==> config.mk <==
export PLATFORM = sky130hd
export DESIGN_NAME = multicycle_controller
export DESIGN_NICKNAME = d
export VERILOG_FILES = /design/src/rtl/multicycle_controller.sv
export SDC_FILE = /design/constraint.sdc
export NUM_CORES = 1
export LEC_CHECK = 0
export CELL_PAD_IN_SITES_DETAIL_PLACEMENT = 0
export CELL_PAD_IN_SITES_GLOBAL_PLACEMENT = 1
export CORE_MARGIN = 2
export CORE_UTILIZATION = 25
export DETAILED_ROUTE_END_ITERATION = 6
export PLACE_DENSITY_LB_ADDON = 0.05
export SLEW_MARGIN = 20
export SYNTH_ARGS = -nofsm -noshare
export SYNTH_HDL_FRONTEND = slang
export SYNTH_SLANG_ARGS = --single-unit
==> constraint.sdc <==
create_clock -name clk -period 6.35 [get_ports clk]
set_clock_uncertainty 0.15 [all_clocks]
set_input_delay 1.27 -clock clk [delete_from_list [all_inputs] [get_ports clk]]
set_output_delay 1.27 -clock clk [all_outputs]
set_load 0.01 [all_outputs]
==> src/rtl/multicycle_controller.sv <==
// Control unit for the 8-bit multicycle MIPS core.
// A Moore FSM steps through four byte fetches, decode and per-instruction
// execute/memory/writeback states. An internal ALU decoder produces alucont.
module multicycle_controller (
   input  logic       clk,
   input  logic       rst_n,
   input  logic [5:0] op,
   input  logic [5:0] funct,
   input  logic       zero,
   output logic       memread,
   output logic       memwrite,
   output logic       iord,
   output logic [3:0] irwrite,
   output logic       regdst,
   output logic       memtoreg,
   output logic       regwrite,
   output logic       alusrca,
   output logic [1:0] alusrcb,
   output logic [2:0] alucont,
   output logic [1:0] pcsource,
   output logic       pcen,
   output logic [3:0] state
);

   localparam logic [3:0] S_FETCH1  = 4'd0;
   localparam logic [3:0] S_FETCH2  = 4'd1;
   localparam logic [3:0] S_FETCH3  = 4'd2;
   localparam logic [3:0] S_FETCH4  = 4'd3;
   localparam logic [3:0] S_DECODE  = 4'd4;
   localparam logic [3:0] S_MEMADR  = 4'd5;
   localparam logic [3:0] S_LBRD    = 4'd6;
   localparam logic [3:0] S_LBWR    = 4'd7;
   localparam logic [3:0] S_SBWR    = 4'd8;
   localparam logic [3:0] S_RTYPEEX = 4'd9;
   localparam logic [3:0] S_RTYPEWR = 4'd10;
   localparam logic [3:0] S_BEQEX   = 4'd11;
   localparam logic [3:0] S_JEX     = 4'd12;
   localparam logic [3:0] S_ADDIEX  = 4'd13;
   localparam logic [3:0] S_ADDIWR  = 4'd14;

   localparam logic [5:0] OP_LB    = 6'b100000;
   localparam logic [5:0] OP_SB    = 6'b101000;
   localparam logic [5:0] OP_RTYPE = 6'b000000;
   localparam logic [5:0] OP_BEQ   = 6'b000100;
   localparam logic [5:0] OP_J     = 6'b000010;
   localparam logic [5:0] OP_ADDI  = 6'b001000;

   logic [3:0] state_q;
   logic [3:0] state_d;
   logic [1:0] aluop_s;
   logic       pcwrite_s;
   logic       pcwritecond_s;

   // Maps the FSM's aluop and the instruction funct field to an ALU control code.
   function automatic logic [2:0] alu_decode(input logic [1:0] aluop, input logic [5:0] fn);
      logic [2:0] res;
      res = 3'b010;
      case (aluop)
         2'b00: res = 3'b010;
         2'b01: res = 3'b110;
         2'b10: begin
            case (fn)
               6'b100000: res = 3'b010;
               6'b100010: res = 3'b110;
               6'b100100: res = 3'b000;
               6'b100101: res = 3'b001;
               6'b101010: res = 3'b111;
               default:   res = 3'b010;
            endcase
         end
         default: res = 3'b010;
      endcase
      return res;
   endfunction

   // State register with synchronous active-low reset to FETCH1.
   always_ff @(posedge clk) begin
      if (!rst_n) begin
         state_q <= S_FETCH1;
      end else begin
         state_q <= state_d;
      end
   end

   // Next-state logic; the unused code falls back to FETCH1.
   always_comb begin
      state_d = S_FETCH1;
      case (state_q)
         S_FETCH1: state_d = S_FETCH2;
         S_FETCH2: state_d = S_FETCH3;
         S_FETCH3: state_d = S_FETCH4;
         S_FETCH4: state_d = S_DECODE;
         S_DECODE: begin
            case (op)
               OP_LB, OP_SB: state_d = S_MEMADR;
               OP_RTYPE:     state_d = S_RTYPEEX;
               OP_BEQ:       state_d = S_BEQEX;
               OP_J:         state_d = S_JEX;
               OP_ADDI:      state_d = S_ADDIEX;
               default:      state_d = S_FETCH1;
            endcase
         end
         S_MEMADR: begin
            if (op == OP_LB) begin
               state_d = S_LBRD;
            end else begin
               state_d = S_SBWR;
            end
         end
         S_LBRD:    state_d = S_LBWR;
         S_RTYPEEX: state_d = S_RTYPEWR;
         S_ADDIEX:  state_d = S_ADDIWR;
         S_LBWR, S_SBWR, S_RTYPEWR, S_BEQEX, S_JEX, S_ADDIWR: state_d = S_FETCH1;
         default:   state_d = S_FETCH1;
      endcase
   end

   // Moore outputs decoded from the state; all forced inactive while in reset.
   always_comb begin
      memread       = 1'b0;
      memwrite      = 1'b0;
      iord          = 1'b0;
      irwrite       = 4'b0000;
      regdst        = 1'b0;
      memtoreg      = 1'b0;
      regwrite      = 1'b0;
      alusrca       = 1'b0;
      alusrcb       = 2'b00;
      pcsource      = 2'b00;
      aluop_s       = 2'b00;
      pcwrite_s     = 1'b0;
      pcwritecond_s = 1'b0;
      if (!rst_n) begin
         aluop_s = 2'b00;
      end else begin
         case (state_q)
            S_FETCH1, S_FETCH2, S_FETCH3, S_FETCH4: begin
               memread   = 1'b1;
               alusrcb   = 2'b01;
               pcwrite_s = 1'b1;
               irwrite   = 4'b0001 << state_q[1:0];
            end
            S_DECODE:  alusrcb = 2'b11;
            S_MEMADR: begin
               alusrca = 1'b1;
               alusrcb = 2'b10;
            end
            S_LBRD: begin
               memread = 1'b1;
               iord    = 1'b1;
            end
            S_LBWR: begin
               regwrite = 1'b1;
               memtoreg = 1'b1;
            end
            S_SBWR: begin
               memwrite = 1'b1;
               iord     = 1'b1;
            end
            S_RTYPEEX: begin
               alusrca = 1'b1;
               aluop_s = 2'b10;
            end
            S_RTYPEWR: begin
               regdst   = 1'b1;
               regwrite = 1'b1;
            end
            S_BEQEX: begin
               alusrca       = 1'b1;
               aluop_s       = 2'b01;
               pcwritecond_s = 1'b1;
               pcsource      = 2'b01;
            end
            S_JEX: begin
               pcwrite_s = 1'b1;
               pcsource  = 2'b10;
            end
            S_ADDIEX: begin
               alusrca = 1'b1;
               alusrcb = 2'b10;
            end
            S_ADDIWR:  regwrite = 1'b1;
            default:   aluop_s = 2'b00;
         endcase
      end
      alucont = alu_decode(aluop_s, funct);
      pcen    = pcwrite_s | (pcwritecond_s & zero);
   end

   assign state = state_q;

endmodule

# After elaboration in Yosys (flattened, before gate mapping)

Index checks and enable logic that the tools add are counted.

Logic and storage cells: 70
Input port bits: 15
Register bits: 4
Output and inout port bits: 23

Shift-type cells: 1
Bitwise operators: 2
Reductions and logical operators: 10
Multiplexer cells: 31
Equality and inequality tests: 25

Operators by type and width:

| operator                                                               | number |
|---|---|
| 6-bit equality test (second input constant)                            | 6 |
| 4-bit one-hot mux with 9 select lines                                  | 1 |
| 4-bit equality test (second input constant)                            | 7 |
| 4-bit one-hot mux with 5 select lines                                  | 1 |
| 1-bit 2-to-1 mux                                                       | 18 |
| 4-bit by 3-bit equality test with 1-bit output (second input constant) | 4 |
| 4-bit 2-to-1 mux                                                       | 3 |
| 3-bit one-hot mux with 4 select lines                                  | 1 |
| 5-bit OR reduction                                                     | 2 |
| 4-bit by 2-bit equality test with 1-bit output (second input constant) | 2 |
| 2-bit one-hot mux with 2 select lines                                  | 2 |
| 4-bit OR reduction                                                     | 2 |
| 6-bit by 2-bit equality test with 1-bit output (second input constant) | 1 |
| 6-bit by 3-bit equality test with 1-bit output (second input constant) | 1 |
| 6-bit by 4-bit equality test with 1-bit output (second input constant) | 1 |
| 6-bit logical NOT                                                      | 1 |
| 2-bit 2-to-1 mux                                                       | 3 |
| 2-bit one-hot mux with 3 select lines                                  | 1 |
| 3-bit one-hot mux with 2 select lines                                  | 1 |
| 2-bit OR reduction                                                     | 3 |
| 4-bit by 1-bit equality test with 1-bit output (second input constant) | 1 |
| 4-bit logical NOT                                                      | 1 |
| 1-bit by 2-bit << shifter with 4-bit output (first input constant)     | 1 |
| 3-bit OR reduction                                                     | 1 |
| 4 further kinds                                                        | 4 |

# Logic depth before layout (Yosys ltp)

Word-level depth: 5
Depth in mapped cells: 7
Mapped depth without buffers: 7

# Worst setup path before layout

No wires, ideal clock.

Path kind: input port to output port
Start point: input port rst_n
End point: output port alucont[1]
Cell stages on the path: 5
Buffers on the path: 1
Setup slack: 2.483 ns
Arrival: 2.447 ns
Required time: 4.930 ns
Cell sequence: clkbuf_1 > nand3_1 > or2_1 > ha_1 > a211o_1

Longest elaborated chain between the ends: 3
Elaborated cells between the ends (all ways): 4
Those cells by class: 2 x eq/ne; 2 x mux

Ends and longest elaborated chain:

| item                                                                                         | line | RTL |
|---|---|---|
| start, declared                                                                              | 6    | `input logic rst_n,` |
| 2-bit 2-to-1 mux (*)                                                                         | 133  | `if (!rst_n) begin` |
| 2-bit equality test / 2-bit by 1-bit equality test with 1-bit output (equally long branches) | 58   | `case (aluop)` |
| 3-bit one-hot mux with 2 select lines (*)                                                    | 58   |  |
| end, declared                                                                                | 19   | `output logic [2:0] alucont,` |

Every way passes the cells marked *; elsewhere a longest branch is shown, timed or not.

# Worst setup path after layout

Same ends and word-level chain as after synthesis.

==> run summary <==
Peak supply drop: 0.139 mV
Worst endpoint data arrival time: 3.43 ns
Leakage power: 0.360 nW
Number of global-route vias before repair: 687
Synth top cells by count: sky130_fd_sc_hd__nor2_1, sky130_fd_sc_hd__a21oi_1, sky130_fd_sc_hd__nand2_1
DPL Wire Length: 1.44 mm
Wire length per cell after detailed routing: 12.1 um
Final count of pins violating max slew: 0
Outcome: complete, no violations
Area overhead of the layout relative to synthesis: 66.7%
Cell with the most instances after synthesis: sky130_fd_sc_hd__nor2_1
Width of the die: 53.0 um
DRC violation count after routing: 0
Post-synthesis async set-or-reset flop share: 0%
Endpoint type of the worst setup path: output pin
Total CTS buffers: 3
Worst hold-check path type: reg2reg
Fraction of post-synthesis cell area in the top cell type by area: 13.3%
Root cell of the clock tree: sky130_fd_sc_hd__clkbuf_4
Sequential-to-total area share from yosys stat: 13.3%
Largest stage delay on the critical path: 0.66 ns
Total power draw: 0.106 mW
Placement row count: 17
Critical setup path kind: in2out
Summed instance area of the synthesized netlist: 601 um2
Wire length after detailed routing: 1.90 mm
First drt pass iteration count: 2
Max-cap violations: 0
Launching point of the worst reg2reg path: state[2]
Count of port buffers added during placement: 37
Wire length of the first global-routing pass: 3.06 mm
Worst hold slack after final layout: 0.550 ns
F_max: 206 MHz
Placed Cells: 154
Summed area of non-filler cells in the final layout: 1000 um2
Initial Util: 26.9%
Tightest slew margin relative to the limit: 63.8%
Non-filler cells, final: 157
Total vias in the final route: 795
Critical path fanouts, max: 11
Setup-violating endpoint count in the final report: 0
Largest cells by area after synthesis: sky130_fd_sc_hd__dfxtp_1, sky130_fd_sc_hd__nor2_1, sky130_fd_sc_hd__a21oi_1
Final core utilization: 44.8%
Synthesized area divided by synthesized cell count: 6.32 um2
Post-Route Setup TNS: 0 ns
Final Cycle Share: 76.4%
Clock-pin transition on the worst setup and hold timing paths: 0.03 ns
Initial antenna violation count: 0
Final ANT Viol Nets: 0
Number of enable-type register cells in the synthesized netlist: 0
Total cell area at the placement stage: 978 um2
Sinks on Clock Net: 4
Net count of the finished layout: 148
Power per unit of standard cell area: 106 nW/um2
Die span in y: 53.0 um
Worst Max-Slew Pin Slew: 0.542 ns
Required time of the worst setup path: 4.93 ns
Hold Fails Final Rpt: 0
Worst-path cell with the longest stage delay: sky130_fd_sc_hd__clkdlybuf4s50_1
Startpoint kind of the worst setup timing path: input pin
Area of the core region: 2230 um2
Total global routing track utilization: 14.8%
Io pins: 38
Chain of cells forming the critical path: clkdlybuf4s50_1, nand3_1, or2_1, ha_1, a211o_1, clkdlybuf4s50_1
RePlAce Congestion: 0.789
Cells on worst reg2reg path: 4
DRC marker count from the first detailed-route iteration: 12
Unique masters post-synth: 29
Worst flop-to-flop path endpoint: state[3]
Antenna Cells: 0
Number of instances in the synthesized netlist: 95
Max H-tree Level: 1
Unrepaired setup endpoints after global routing: no
Worst setup endpoint: alucont[1]
Dominant synthesized flop cell: sky130_fd_sc_hd__dfxtp_1
Final worst slack: 1.50 ns
Count of hold-fix buffers inserted at cts: 0
Total global routing overflow: 0
CTS tree: done
Ys Warns: 0
Cell occurring most often along the worst timing path: sky130_fd_sc_hd__clkdlybuf4s50_1
Synthesized Nets: 112
Buffers inserted by post-CTS timing repair: 0
Shortest period the worst path allows: 4.85 ns
Post-DR vias/cell: 5.06
Post-cts resize count: 0
Fraction of layout cells with a size suffix above 1: 4.65%
Flip-flop count of the largest register after layout: 4
Pin count of the biggest net entering global routing: 18
CP Launch Point: rst_n
CTS Buffer Depth: 2
Worst skew pair latency: 0.25 ns
Setup slack of the most critical reg-to-reg path: 4.71 ns
Number of storage elements in the synthesis netlist: 4
Placement-stage worst setup slack: 1.47 ns
Library cell with the largest summed area after synthesis: sky130_fd_sc_hd__dfxtp_1
Die Outline Area: 2810 um2
area by class of cell:
cell class                 count  area (um2)
inverter                       2        7.51
multi-input combinational     83         485
sequential                     4        80.1
fill                         235        1230
tap                           28        35.0
clock buffer                   3        22.5
timing repair buffer          37         370
critical path: cells and delay by family:
family,cells,cell delay [ns]
and+or+nand+nor,2,0.43
AOI/OAI and AO/OA,1,0.27
adders and majority gates,1,0.32
buffers and inverters,2,1.14
report_power, final:
part           switching, mW  internal (mW)  leakage, nW  total, mW
clock                 0.0124         0.0213       0.0138     0.0336
sequential           0.00536         0.0267       0.0328     0.0320
combinational         0.0176         0.0225        0.314     0.0401
worst min-delay path by stage:
stage,startpoint,to,slack (ns),cells past startpoint
after floorplan,state[2],state[0],0.48,3
after global placement,state[0],state[0],0.54,1
after detailed placement,state[0],state[0],0.56,1
after CTS,state[0],state[0],0.56,1
after global routing,state[0],state[0],0.64,1
final,state[0],state[0],0.55,1
placed cells by master, fill, tap and decap left out, types with 2 or more instances in the layout:
master	instances
sky130_fd_sc_hd__nand2_1	8
sky130_fd_sc_hd__o21ai_1	2
sky130_fd_sc_hd__clkdlybuf4s50_1	37
sky130_fd_sc_hd__a31oi_1	4
sky130_fd_sc_hd__nor2_1	19
sky130_fd_sc_hd__o21ai_0	3
sky130_fd_sc_hd__dfxtp_1	4
sky130_fd_sc_hd__a21oi_1	10
sky130_fd_sc_hd__nand3_1	3
sky130_fd_sc_hd__clkbuf_4	3
sky130_fd_sc_hd__nor3b_1	3
sky130_fd_sc_hd__nor3_1	4
sky130_fd_sc_hd__nor2b_1	2
sky130_fd_sc_hd__ha_1	2
sky130_fd_sc_hd__nand2b_1	7
sky130_fd_sc_hd__or2_1	3
sky130_fd_sc_hd__inv_1	2
sky130_fd_sc_hd__and3_1	2
metal layers:
layer  part of all wire [%]  global-route usage (%)  vias up
li1                       -                       -      405
met1                     47                    19.3      364
met2                     45                    23.1       22
met3                    6.2                    4.24        4
met4                    1.6                    5.13        0
met5                      0                       0        -
cell families (layout without fill, tap and decap cells):
family                   Yosys count  count (layout)  share of synthesized area [%]
flip-flops                         4               4                           13.3
AO/OA/AOI/OAI                     23              23                           23.5
XOR/XNOR                           1               1                           1.46
buffers and inverters              8              42                           5.83
adder cells (fa/ha/maj)            2               2                           4.17
AND/OR/NAND/NOR                   57              57                           51.7
No activity file was read; power rests on OpenSTA's default activity.
==> edit (config.mk and constraints unchanged) <==
Make the reset (`rst_n`) asynchronous in one clocked block. Comments in the files are not updated.
--- a/src/rtl/multicycle_controller.sv
+++ b/src/rtl/multicycle_controller.sv
@@ -74,7 +74,7 @@
    endfunction
 
    // State register with synchronous active-low reset to FETCH1.
-   always_ff @(posedge clk) begin
+   always_ff @(posedge clk or negedge rst_n) begin
       if (!rst_n) begin
          state_q <= S_FETCH1;
       end else begin
Function: differs if rst_n is asserted again (counterexample within 4 cycles, from zero or initial values and one cycle with rst_n low); with rst_n held inactive, the same outputs for 10 cycles.
==> edit against the original RTL <==
Worst setup slack worse by 0.0039 ns. Maximum frequency barely moved. Wire length grew 7.7%. Cell area up 4.2%. Die area is 5.8% higher. First-iteration DRC count is 8.3% lower. Sequential cell count unchanged. Critical path type unchanged. Worst hold slack improved by 0.15 ns. Area after synthesis up 6.2%. Largest cell class unchanged.
Power is not compared: it rests on default switching activity, and its combinational part moved more than twofold at a synthesized area within 25%.
==> edit: results (changes against the original RTL) <==
- GR Util met1: 22.35% (+3.0 points)
- Placed Area: 1021 um^2 (+4.3%)
- Area share of xor/xnor cells in the synthesized design: 1.373% (-0.086 points)
- CP arrival: 3.44 ns (about the same)
- Post-Syn Nets: 111 (-0.89%)
- Post-DP HPWL: 1.459 mm (+1.0%)
- First-pass GRT wire length: 3.063 mm (+0.23%)
- Largest net degree at the start of global routing: 21 (+3)
- Compound-Gate Fraction of Synth Area: 20.39% (-3.1 points)
- Met2 GRT Util: 18.27% (-4.9 points)
- Area contributors post-synth: dfrtp_1 (16%), nor2_1 (7.6%), nand2_1 (6.5%), nand2b_1 (5.9%), a21oi_1 (5.5%)
- Tightest Pin Transition: 0.6051 ns (+0.06347 ns)
- Met3 usage: 3.825% (-0.41 points)
- Final GP Congestion: 0.7239 (-8.3%)
- Drt first-iter violations: 11 (-1)
- Sequential fraction of the synthesis area: 15.69% (+2.4 points)
- Met2 wire length: 878 um (+3.1%)
- Critical Path Fanout Max: 15 (+4)
- Adder-cell share of the synthesized area: 5.490% (+1.3 points)
- Synth area leader: dfrtp_1
- Worst-Skew Late Latency: 0.23 ns (-0.02 ns)
- Detailed-route via count: 800 (+0.63%)
- FFs w/ async S/R, synth: 100.0% (+100 points)
- Routed wire length: 2.050 mm (+7.7%)
- Distinct cells, synth: 37 (+28%)
- Status: complete, no violations
- CP peak stage delay: 0.56 ns (-0.10 ns)
- GR Util All Layers: 14.05% (-0.77 points)
[edit: cell count changes after synthesis, moves of 2 or more]
cell     delta
dfxtp_1     -4
and3_1      -2
nand4_1     +2
or2_1       -2
nor3_1      +2
a21oi_1     -3
nand2_1     +3
dfrtp_1     +4
buf_2       -2
o21ai_1     -2
a31oi_1     -3
nor2b_1     +2
nor2_1      -6
[edit: power by group through the flow]
| stage | sequential, mW | combinational, mW | clock [mW] |
|---|---|---|---|
| 6_report | 0.0860 | 0.181 | 0.0310 |
| 5_1_grt | 0.0907 | 0.199 | 0.0367 |
| 2_1_floorplan | 0.0558 | 0.126 | 0 |
| 3_5_place_dp | 0.0870 | 0.181 | 0 |
| 4_1_cts | 0.0862 | 0.182 | 0.0325 |
| 3_3_place_gp | 0.0882 | 0.181 | 0 |
[edit: area by class of cell]
| cell class | instances | area, um^2 |
|---|---|---|
| sequential | 4 | 100.1 |
| fill | 272 | 1411 |
| clock buffer | 3 | 22.52 |
| timing repair buffer | 38 | 377.9 |
| multi-input combinational | 81 | 494.2 |
| inverter | 3 | 11.26 |
| tap | 30 | 37.54 |
[edit: metrics by stage]
step / worst slack (ns) / hold WS, ns / instances
floorplan: 2.430 / 0.5765 / 94
global placement: 1.533 / 0.7130 / 156
detailed placement: 1.496 / 0.7043 / 156
CTS: 1.484 / 0.7066 / 159
global route: 1.353 / 0.7706 / 159
finish: 1.493 / 0.6965 / 159
[edit: path summary, 6_finish.rpt]
kind	startpoint	end	slack, ns	cells after the start
min in group asynchronous	rst_n	state[3]	1.20	2
hold / removal	state[1]	state[2]	0.70	2
hold reg to reg	state[1]	state[2]	0.70	2
setup / recovery	rst_n	alucont[0]	1.49	8
setup reg to reg	state[3]	state[3]	4.62	3
max in group asynchronous	rst_n	state[1]	4.69	2
